### config.mk
export PLATFORM = sky130hd
export DESIGN_NAME = irq_vector_seq
export DESIGN_NICKNAME = d
export VERILOG_FILES = /design/src/rtl/irq_vector_seq.sv
export SDC_FILE = /design/constraint.sdc
export NUM_CORES = 1
export LEC_CHECK = 0
export BUFFER_PORTS_ARGS = -buffer_cell sky130_fd_sc_hd__buf_2
export CAP_MARGIN = 10
export CORE_MARGIN = 3
export CORE_UTILIZATION = 50
export CTS_CLUSTER_SIZE = 28
export DETAILED_ROUTE_END_ITERATION = 10
export MAX_ROUTING_LAYER = met4
export PLACE_DENSITY_LB_ADDON = 0.05
export RECOVER_POWER = 25
export SYNTH_ARGS = -nofsm -noshare
export SYNTH_HDL_FRONTEND = slang
export SYNTH_SLANG_ARGS = --single-unit
### constraint.sdc
create_clock -name clk -period 4.55 [get_ports clk]
set_clock_uncertainty 0.2 [all_clocks]
set_input_delay 0.455 -clock clk [delete_from_list [all_inputs] [get_ports clk]]
set_output_delay 0.455 -clock clk [all_outputs]
set_load 0.02 [all_outputs]
### src/rtl/irq_vector_seq.sv
// irq_vector_seq: interrupt entry / return sequencer for the program counter.
// In IDLE the decoder buses pass straight through. An accepted interrupt or a
// return stalls the core while this block injects set-PC-high, set-PC-low and
// an unconditional jump. A small LIFO keeps return addresses and priorities.
module irq_vector_seq #(
  parameter int                 DATA_WIDTH     = 8,
  parameter int                 ROM_ADDR_WIDTH = 16,
  parameter int                 NUM_IRQ        = 4,
  parameter int                 DEPTH          = 4,
  parameter logic [15:0]        VEC_BASE       = 16'h0004,
  parameter logic [3:0]         PC_ID          = 4'h1,
  parameter logic [3:0]         SRC_ID         = 4'h0
) (
  input  logic                      clk,
  input  logic                      rst,
  input  logic [NUM_IRQ-1:0]        irq,
  input  logic [NUM_IRQ-1:0]        irq_en,
  input  logic                      gie,
  input  logic                      instr_boundary,
  input  logic                      reti,
  input  logic [ROM_ADDR_WIDTH-1:0] pc_value,
  input  logic [DATA_WIDTH-1:0]     core_addr_bus,
  input  logic [DATA_WIDTH-1:0]     core_data_bus,
  input  logic [DATA_WIDTH-1:0]     core_re,
  output logic [DATA_WIDTH-1:0]     addr_bus,
  output logic [DATA_WIDTH-1:0]     data_bus,
  output logic [DATA_WIDTH-1:0]     re,
  output logic                      stall,
  output logic [NUM_IRQ-1:0]        irq_ack,
  output logic                      in_service,
  output logic                      stack_err
);

  localparam int PRIO_W  = (NUM_IRQ > 1) ? $clog2(NUM_IRQ) : 1;
  localparam int DEPTH_W = $clog2(DEPTH + 1);
  localparam int PTR_W   = (DEPTH > 1) ? $clog2(DEPTH) : 1;

  localparam logic [DATA_WIDTH-1:0] LD_CODE   = DATA_WIDTH'({SRC_ID, PC_ID});
  localparam logic [DATA_WIDTH-1:0] JUMP_CODE = DATA_WIDTH'({PC_ID, PC_ID});
  localparam logic [DEPTH_W-1:0]    FULL      = DEPTH_W'(DEPTH);

  typedef enum logic [1:0] {IDLE, LD_HI, LD_LO, JUMP} state_t;

  state_t                    state;
  logic [ROM_ADDR_WIDTH-1:0] target;
  logic [DEPTH_W-1:0]        depth;
  logic [DATA_WIDTH-1:0]     inj_addr;
  logic [DATA_WIDTH-1:0]     inj_data;

  logic [ROM_ADDR_WIDTH-1:0] stack_addr [DEPTH];
  logic [PRIO_W-1:0]         stack_prio [DEPTH];

  logic [NUM_IRQ-1:0]        pending;
  logic [PRIO_W-1:0]         win_idx;
  logic                      win_valid;
  logic [PTR_W-1:0]          top_ptr;
  logic [PTR_W-1:0]          push_ptr;
  logic [PRIO_W-1:0]         top_prio;
  logic                      prio_ok;
  logic                      do_accept;
  logic                      do_return;
  logic                      do_err;
  logic [ROM_ADDR_WIDTH-1:0] vector;
  logic [ROM_ADDR_WIDTH-1:0] next_target;
  logic [NUM_IRQ-1:0]        ack_onehot;

  // Pick the lowest-numbered enabled request and decide accept/return/error.
  // A reti seen in IDLE always takes precedence over a new interrupt.
  always_comb begin
    pending   = irq & irq_en;
    win_idx   = '0;
    win_valid = 1'b0;
    for (int i = NUM_IRQ - 1; i >= 0; i--) begin
      if (pending[i]) begin
        win_idx   = PRIO_W'(i);
        win_valid = 1'b1;
      end
    end
    top_ptr     = PTR_W'(depth - DEPTH_W'(1));
    push_ptr    = PTR_W'(depth);
    top_prio    = stack_prio[top_ptr];
    prio_ok     = (depth == '0) || (win_idx < top_prio);
    do_return   = (state == IDLE) && reti && (depth != '0);
    do_err      = (state == IDLE) && reti && (depth == '0);
    do_accept   = (state == IDLE) && !reti && gie && instr_boundary &&
                  win_valid && (depth < FULL) && prio_ok;
    vector      = VEC_BASE + ROM_ADDR_WIDTH'({win_idx, 2'b00});
    next_target = do_return ? stack_addr[top_ptr] : vector;
    ack_onehot  = NUM_IRQ'(1) << win_idx;
  end

  // Sequencer FSM: owns depth, target and every registered output, so an
  // asynchronous reset drops any partially injected sequence in one step.
  always_ff @(posedge clk or posedge rst) begin
    if (rst) begin
      state      <= IDLE;
      depth      <= '0;
      target     <= '0;
      inj_addr   <= '0;
      inj_data   <= '0;
      stall      <= 1'b0;
      irq_ack    <= '0;
      in_service <= 1'b0;
      stack_err  <= 1'b0;
    end else begin
      irq_ack <= '0;
      case (state)
        IDLE: begin
          if (do_accept || do_return) begin
            target   <= next_target;
            inj_addr <= LD_CODE;
            inj_data <= next_target[ROM_ADDR_WIDTH-1 -: DATA_WIDTH];
            stall    <= 1'b1;
            state    <= LD_HI;
            if (do_accept) begin
              depth      <= depth + DEPTH_W'(1);
              in_service <= 1'b1;
              irq_ack    <= ack_onehot;
            end else begin
              depth      <= depth - DEPTH_W'(1);
              in_service <= (depth != DEPTH_W'(1));
            end
          end else if (do_err) begin
            stack_err <= 1'b1;
          end
        end
        LD_HI: begin
          inj_data <= target[DATA_WIDTH-1:0];
          state    <= LD_LO;
        end
        LD_LO: begin
          inj_addr <= JUMP_CODE;
          inj_data <= '0;
          state    <= JUMP;
        end
        JUMP: begin
          stall <= 1'b0;
          state <= IDLE;
        end
        default: begin
          stall <= 1'b0;
          state <= IDLE;
        end
      endcase
    end
  end

  // Return-address stack storage; contents need no reset because depth
  // alone decides which entries are meaningful.
  always_ff @(posedge clk) begin
    if (do_accept) begin
      stack_addr[push_ptr] <= pc_value;
      stack_prio[push_ptr] <= win_idx;
    end
  end

  assign addr_bus = stall ? inj_addr : core_addr_bus;
  assign data_bus = stall ? inj_data : core_data_bus;
  assign re       = stall ? '0       : core_re;

endmodule

==> flow_metrics.tcl <==
set metrics [dict create \
    status "completed" \
    die_x_um 100 \
    ff2ff_path_depth 9 \
    r2r_end "stack_addr[3][11]" \
    routedWlPerCell_um 17.9 \
    die_h_um 100 \
    required_ps 4420 \
    placed_cells 451 \
    cts_buffer_depth 2 \
    ys_types 43 \
    startpoint_type "flip-flop" \
    cap_violations 0 \
    pin_count 84 \
    synth_seq_area_share 0.653 \
    final_layout_size_suffix_gt1_frac 0.339 \
    synthSimpleGateAreaFrac 0.0676 \
    synth_mux_area_frac 0.125 \
    hold_path.startpoint "pc_value[2]" \
    dr.pass1.iters 4 \
    period_share 0.761 \
    worstPathArrival_ps 3330 \
    path_max_fanout 21 \
    gr-total-overflow 0 \
    final_cells 468 \
    cts_tree "yes" \
    p_leak_nw 2.05 \
    drtAntennaViolNets 0 \
    grt_pass1_wl_mm 13.4 \
    dpl_cell_area_um2 5020 \
    synth_xor_area_frac 0.00393 \
    synth.area.top_cells "edfxtp_1 48%, dfrtp_1 17%, mux4_2 8.6%" \
    diodes 0 \
    r2r_start "depth[0]" \
    vias 2581 \
    post_cts_buffers 0 \
    antenna_found_initial 0 \
    rows 33 \
    syn_area_um2 4460 \
    cts.sinks 102 \
    ys.warnings.count 0 \
    io_buffers 83 \
    finalSetupViolations 0 \
    whs_ps 146 \
    rsz0062_at_grt "no" \
    cts_buffers 9 \
    dp_worst_setup_slack_ps 1040 \
    final_nets 426 \
    p_per_area_nw_per_um2 573 \
    design_area_um2 5230 \
    setup_ws_ps 1090 \
    synth_fa_ha_area_frac 0.0421 \
    synth_top_family_by_area "multiplexers" \
    coreArea_um2 8420 \
    rrSetupSlack_ps 1090 \
    endpoint_kind "flip-flop" \
    finalHoldViolCount 0 \
    syn2layout_area_growth_pct 17.3 \
    wl_mm 8.37 \
    dp_hpwl_mm 5.98 \
    synthArstFlopShare 0.294 \
    synth.most_common_cell "edfxtp_1" \
    crit_type "reg2reg" \
    place_congestion 0.811 \
    first_global_vias 2576 \
    netlist_instances 268 \
    ys_ff_latch 102 \
    synth.largest_area_cell "edfxtp_1" \
    synth_top_area_frac 0.485 \
    grt_max_degree 31 \
    hp-class "in2reg" \
    drv_slew 0 \
    die-area_um2 10100 \
    path_cells "buf_4, mux4_2, inv_1, ha_1, a31oi_1, and4b_4, a21oi_4, nor2b_1, buf_4" \
    path_common_cell "buf_4" \
    ir_drop_mv 0.202 \
    synth_edf_count 72 \
    synth_common_cells "72 x edfxtp_1, 30 x dfrtp_1, 22 x nor2b_1" \
    drcViolationCount 0 \
    min_period_ps 3460 \
    ys.flop_type "edfxtp_1" \
    min_to "stack_addr[0][2]" \
    tns_ps 0 \
    floorplan.initialDensity 0.529 \
    grt.total_usage 0.181 \
    whs_path_depth 1 \
    drtIter0Drc 125 \
    slowest_delay_ps 550 \
    post_drt_via_cell_ratio 5.51 \
    clock_latency_ps 360 \
    cp_slowest_cell "mux4_2" \
    synth.avg_cell_area_um2 16.6 \
    cts_htree_levels 3 \
    fmax_mhz 289 \
    path_clk_slew_ps 100 \
    synth_compound_area_frac 0.0853 \
    syn_nets 336 \
    worst_pin_slew_ps 994 \
    slew_headroom 0.336 \
    ctsRootBufferMaster "clkbuf_8" \
]
==> cell usage in the layout, fill, tap and decap left out, types with 9 or more instances in the layout <==
cell type / count
inv_1: 12
nand2_1: 9
dfrtp_1: 30
edfxtp_1: 72
mux4_2: 17
mux2_2: 10
ha_1: 15
buf_2: 67
clkbuf_8: 9
nor2b_1: 22
clkbuf_1: 16
==> state kept, by name, summed over array words and instances (netlist names) <==
register and count:
stack_addr 64, stack_prio 8, stack_err 1, state 2, inj_addr 2, irq_ack 4
target 8, stall 1, depth 3, inj_data 8, in_service 1
==> per-stage QoR <==
| stage | power (mW) | utilization |
|---|---|---|
| floorplan | 2.11 | - |
| global placement | 2.41 | 0.596 |
| detailed placement | 2.42 | 0.596 |
| CTS | 3.03 | 0.623 |
| global route | 3.18 | 0.621 |
| finish | 3.00 | 0.621 |
==> repair_timing <==
action,CTS,global route
resized for setup,0,0
endpoints found under the hold margin,30,0
hold buffers,1,0
==> power by group <==
group | switching [mW] | internal (mW) | total [mW] | leakage, nW
registers | 0.110 | 1.11 | 1.22 | 1.02
logic | 0.618 | 0.546 | 1.16 | 0.927
clock network | 0.336 | 0.271 | 0.607 | 0.108
total | 1.06 | 1.93 | 3.00 | 2.05
==> worst max-delay path, delay by kind of cell, from the launching register on <==
family	cells	cell delay (ps)
flops	1	350
compound gates	2	340
mux	1	550
simple gates	2	740
fa+ha+maj	1	250
buf+inv	3	740
==> final cells by class <==
cell class / instances / area [um^2]
clock buffers: 9 / 124
clock inverters: 7 / 98.8
fillers: 651 / 3190
inverters: 12 / 45.0
multi-input cells: 142 / 1450
flip-flops and latches: 102 / 2910
well taps: 105 / 131
repair buffers: 91 / 470
==> per-layer routing <==
metal	vias to the layer above	GRT usage	wire, um
met3	6	0.0382	576
met1	1255	0.246	3710
met4	0	0.0601	97
met2	103	0.275	3990
li1	1217	-	-
met5	-	-	0
==> kinds of logic after synthesis <==
family,Yosys count
flops,102
simple gates,49
compound gates,43
mux,33
buf+inv,24
fa+ha+maj,15
xor+xnor,2
==> how the worst max path moves through the flow <==
stage / end / from / slack (ps) / cells after the start
2_1_floorplan: stack_addr[2][0] / depth[1] / 230 / 12
6_report: stack_addr[3][11] / depth[0] / 1090 / 9
5_1_grt: stack_addr[3][1] / depth[0] / 900 / 9
4_1_cts: stack_addr[2][1] / depth[0] / 1040 / 9
3_3_place_gp: stack_addr[2][8] / depth[0] / 1130 / 9
3_5_place_dp: stack_addr[3][8] / depth[0] / 1040 / 9
Power figures use the tool's default switching activity.
